--- src/rtl/reg_file_sync.sv ---
// Parametrised two-read/one-write register file with registered, flagged read data.
// Define REGFILE_BYPASS_EN for write-first collisions; otherwise collisions read first.
module reg_file_sync #(
  parameter int unsigned DATA_W   = 8,
  parameter int unsigned ADDR_W   = 3,
  parameter int unsigned ZERO_REG = 1
) (
  input  logic              clk,
  input  logic              rst,
  input  logic              rd_en,
  input  logic [ADDR_W-1:0] rd_addr_1,
  input  logic [ADDR_W-1:0] rd_addr_2,
  input  logic              wr_en,
  input  logic [ADDR_W-1:0] wr_addr,
  input  logic [DATA_W-1:0] wr_data,
  output logic [DATA_W-1:0] rd_data_1,
  output logic [DATA_W-1:0] rd_data_2,
  output logic              rd_valid
);

  localparam int unsigned DEPTH = 1 << ADDR_W;

  logic [DATA_W-1:0] mem_q [DEPTH];
  logic [DATA_W-1:0] mem_d [DEPTH];
  logic [DATA_W-1:0] rd_data_1_q, rd_data_1_d;
  logic [DATA_W-1:0] rd_data_2_q, rd_data_2_d;
  logic              rd_valid_q, rd_valid_d;
  logic              wr_ok;
  logic [DATA_W-1:0] rd_val_1, rd_val_2;

  always_comb begin
    mem_d = mem_q;
    wr_ok = wr_en && !((ZERO_REG != 0) && (wr_addr == '0));
    if (wr_ok) begin
      mem_d[wr_addr] = wr_data;
    end

    rd_val_1 = mem_q[rd_addr_1];
    rd_val_2 = mem_q[rd_addr_2];
`ifdef REGFILE_BYPASS_EN
    // wr_ok already excludes the hardwired entry, so the zero override below still wins
    if (wr_ok && (wr_addr == rd_addr_1)) rd_val_1 = wr_data;
    if (wr_ok && (wr_addr == rd_addr_2)) rd_val_2 = wr_data;
`endif
    if ((ZERO_REG != 0) && (rd_addr_1 == '0)) rd_val_1 = '0;
    if ((ZERO_REG != 0) && (rd_addr_2 == '0)) rd_val_2 = '0;

    rd_valid_d  = rd_en;
    rd_data_1_d = rd_en ? rd_val_1 : rd_data_1_q;
    rd_data_2_d = rd_en ? rd_val_2 : rd_data_2_q;
  end

  always_ff @(posedge clk) begin
    if (rst) begin
      for (int unsigned i = 0; i < DEPTH; i++) begin
        mem_q[i] <= '0;
      end
      rd_data_1_q <= '0;
      rd_data_2_q <= '0;
      rd_valid_q  <= 1'b0;
    end else begin
      mem_q       <= mem_d;
      rd_data_1_q <= rd_data_1_d;
      rd_data_2_q <= rd_data_2_d;
      rd_valid_q  <= rd_valid_d;
    end
  end

  assign rd_data_1 = rd_data_1_q;
  assign rd_data_2 = rd_data_2_q;
  assign rd_valid  = rd_valid_q;

endmodule

--- config.mk ---
export PLATFORM = sky130hd
export DESIGN_NAME = reg_file_sync
export DESIGN_NICKNAME = d
export VERILOG_FILES = /design/src/rtl/reg_file_sync.sv
export SDC_FILE = /design/constraint.sdc
export NUM_CORES = 1
export LEC_CHECK = 0
export ABC_AREA = 1
export CORE_ASPECT_RATIO = 1.5
export CORE_MARGIN = 10
export CORE_UTILIZATION = 60
export DETAILED_ROUTE_END_ITERATION = 12
export PLACE_DENSITY = 0.81
export SLEW_MARGIN = 20
export SYNTH_ARGS = -nofsm -noshare
export SYNTH_HDL_FRONTEND = slang
export SYNTH_SLANG_ARGS = --single-unit
--- constraint.sdc ---
create_clock -name clk -period 1.6 [get_ports clk]
set_input_delay 0.24 -clock clk [delete_from_list [all_inputs] [get_ports clk]]
set_output_delay 0.24 -clock clk [all_outputs]
set_load 0.005 [all_outputs]
==> results of run 1 <==
cells by family (layout without fill, tap and decap cells):
logic type             count (synthesis)  count (layout)
DFF                                   73              73
buffers and inverters                 80             130
and+or+nand+nor                      342             342
AOI/OAI and AO/OA                     96              96
metal layers:
metal / wire (um) / vias up / GRT usage [%]
li1: - / 1974 / -
met4: 535 / 0 / 14.4
met1: 4420 / 1869 / 25.4
met5: 0 / - / 0
met3: 951 / 49 / 6.09
met2: 5970 / 205 / 42.2
path summary, 6_finish.rpt:
kind | startpoint | endpoint | depth (start not counted)
max | rd_data_2[1]$_SDFFE_PP0P_ | rd_data_2[1] | 1
min | rd_data_1[4]$_SDFFE_PP0P_ | rd_data_1[4]$_SDFFE_PP0P_ | 2
max reg2reg | mem_q[9]$_SDFFE_PP0P_ | rd_data_1[1]$_SDFFE_PP0P_ | 6
min reg2reg | rd_data_1[4]$_SDFFE_PP0P_ | rd_data_1[4]$_SDFFE_PP0P_ | 2
layout make-up:
type / count / area, um2 / share of cell area, %
sequential: 73 / 1460 / 32.1
inverter: 46 / 173 / 3.79
timing repair buffer: 69 / 673 / 14.8
clock buffer: 10 / 138 / 3.02
multi-input combinational: 438 / 1890 / 41.5
clock inverter: 5 / 128 / 2.80
tap: 74 / 92.6 / 2.03
cells in the mapped netlist:
cell	instances
buf_2	10
nor2_2	1
nand3_1	76
buf_1	1
a21oi_1	34
o21ai_0	56
nand2_2	4
buf_6	8
nand2_1	165
nor2_1	94
buf_4	8
clkbuf_1	7
inv_1	42
inv_2	4
dfxtp_1	73
o21ai_1	6
nor2_4	2
tightest hold or removal path, cell delays in order, from the launching register on:
cell and delay (ns):
dfxtp_1 0.31, nand2_1 0.06, a21oi_1 0.05
per-stage QoR:
step | util, % | power (mW) | setup slack, ns | hold slack (ns)
after global placement | 69.9 | 2.61 | -0.0329 | 0.453
after detailed placement | 69.9 | 2.62 | -0.0555 | 0.456
final | 74.2 | 4.51 | 0.0895 | 0.466
after floorplan | - | 2.35 | 0.560 | 0.375
after CTS | 74.2 | 4.50 | 0.0912 | 0.467
after global routing | 74.2 | 4.66 | 0.0773 | 0.488
layout by cell type, fill, tap and decap left out:
cell	netlist	final
inv_1	42	42
nand2_1	165	165
dfxtp_1	73	73
nand3_1	76	76
clkbuf_8	0	10
nor2_1	94	94
a21oi_1	34	34
buf_12	0	5
nor2_4	2	2
clkdlybuf4s50_1	0	37
o21ai_1	6	6
bufinv_16	0	4
inv_2	4	4
nand2_2	4	4
clkinvlp_4	0	1
nor2_2	1	1
o21ai_0	56	56
buf_4	8	27
state kept, by name, indices dropped and copies added, names as in the netlist:
name	cells
mem_q	56
rd_data_1	8
rd_data_2	8
rd_valid	1
power groups by stage:
stage          combinational, mW  clock (mW)  sequential, mW
2_1_floorplan              0.379           0            1.97
3_3_place_gp               0.631           0            1.98
3_5_place_dp               0.642           0            1.98
4_1_cts                    0.647        1.92            1.94
5_1_grt                    0.725        1.99            1.95
6_report                   0.657        1.91            1.94
==> reports/qor.txt, run 1 <==
status: finished clean
endpoints failing hold: 0
Lkg Pwr: 1.99 nW
Critical Path Source Type: register
Synth Area per Inst: 6.35 um2
syn nets: 612
GRT Overall Usage: 24.0%
die area: 9880 um2
initial antenna violation count: 0
DR iter-0 viols: 528
Max VDD drop: 0.000707 V
IO buf count: 37
register area share after synthesis: 39.0%
GPL Wtd Cong: 0.955
Crit Path Max Fanout: 2
Distinct cells, synth: 17
total I/O pin count: 38
share of post-route cells with drive strength above 1: 9.05%
Flop pwr share: 43.0%
arrival time at the worst endpoint: 1.27 ns
row cnt: 35
Critical-path top delay cell: clkdlybuf4s50_1
Bufs on Longest Clock Path: 2
multiplexer share of the synthesized area: 0%
Period minus WS final: 1.51 ns
fin crit share: 94.4%
DR WL/cell: 16.6 um
Final Instance Area: 4550 um2
setup bufs post-CTS: 0
Sw Pwr: 1.12 mW
root buf cell: clkbuf_8
area of the core: 6130 um2
area share of fa/ha/maj cells after synthesis: 0%
critical path, cell by cell: clkdlybuf4s50_1
max_slew headroom: 69.3%
n_diodes: 0
Worst Path Required: 1.36 ns
simple-gate share of the synthesized area: 37.5%
drc violations: 0
Seq cells post-synth: 73
Initial Util: 61.2%
setup TNS: 0 ns
die height: 117 um
Placed Instances: 700
vias in the first global route: 3951
Clk network pwr share: 42.4%
kind of cell adding the most delay to the critical path: buffers and inverters
first-pass GRT wire length: 19100 um
Remaining Overflow, GRT: 0
sw frac: 24.8%
Min-Delay Path Class: reg -> reg
Gate power share: 14.6%
Area Overhead vs Synth: 21.3%
NumNets Final: 658
Setup Viol. Count Final: 0
hpwl dp: 8390 um
pwr dens: 990 nW/um2
Non-Filler Instances: 715
CTS resizes: 0
post-synthesis compound-gate area fraction: 12.8%
die width: 84.6 um
first-pass detailed-route iteration total: 6
antenna-violating nets left: 0
Clock Latency Late Sink: 0.35 ns
crit-path max cell delay: 0.53 ns
post-synthesis xor/xnor area fraction: 0%
Critical path buffers and inverters: 1
CTS Sinks: 73
TritonCTS Buffers: 9
Fillers: 531
CTS tree: yes
Mapped Area: 3750 um2
CTS Hold Bufs: 0
Layout Skew: 0.00800 ns
crit path kind: reg -> out
final WL: 11900 um
max-capacitance violation count: 0
Slew Viols, Final: 0
R2R setup slack: 0.61 ns
via count: 4097
internal power: 3.39 mW
clock transition at the registers of the reported paths: 0.07 ns
top area cells in the synthesized netlist: dfxtp_1, nand2_1, nand3_1, nor2_1, o21ai_0
Yosys top cell by area: dfxtp_1
largest net degree at the start of global routing: 57
CP endpoint kind: output pin
largest family of logic cells by synthesized area: simple AND/OR/NAND/NOR gates
cells after synthesis: 591
RSZ-0062 raised after global routing: no
H-Tree Depth: 3
Yosys top cell area share: 39.0%
fmax: 0.662 GHz
Via density: 5.73
Ys Warns: 0
Worst-Margin Slew: 0.460 ns
Area after DPL: 4290 um2
No activity file was read; power rests on OpenSTA's default activity.
==> inputs of run 2 (changes only) <==
CTS_BUF_LIST = sky130_fd_sc_hd__clkbuf_8   (was default)
SLEW_MARGIN = default   (was 20)
==> results of run 2 <==
The final DEF is identical to that of run 1; final timing and power are the same.
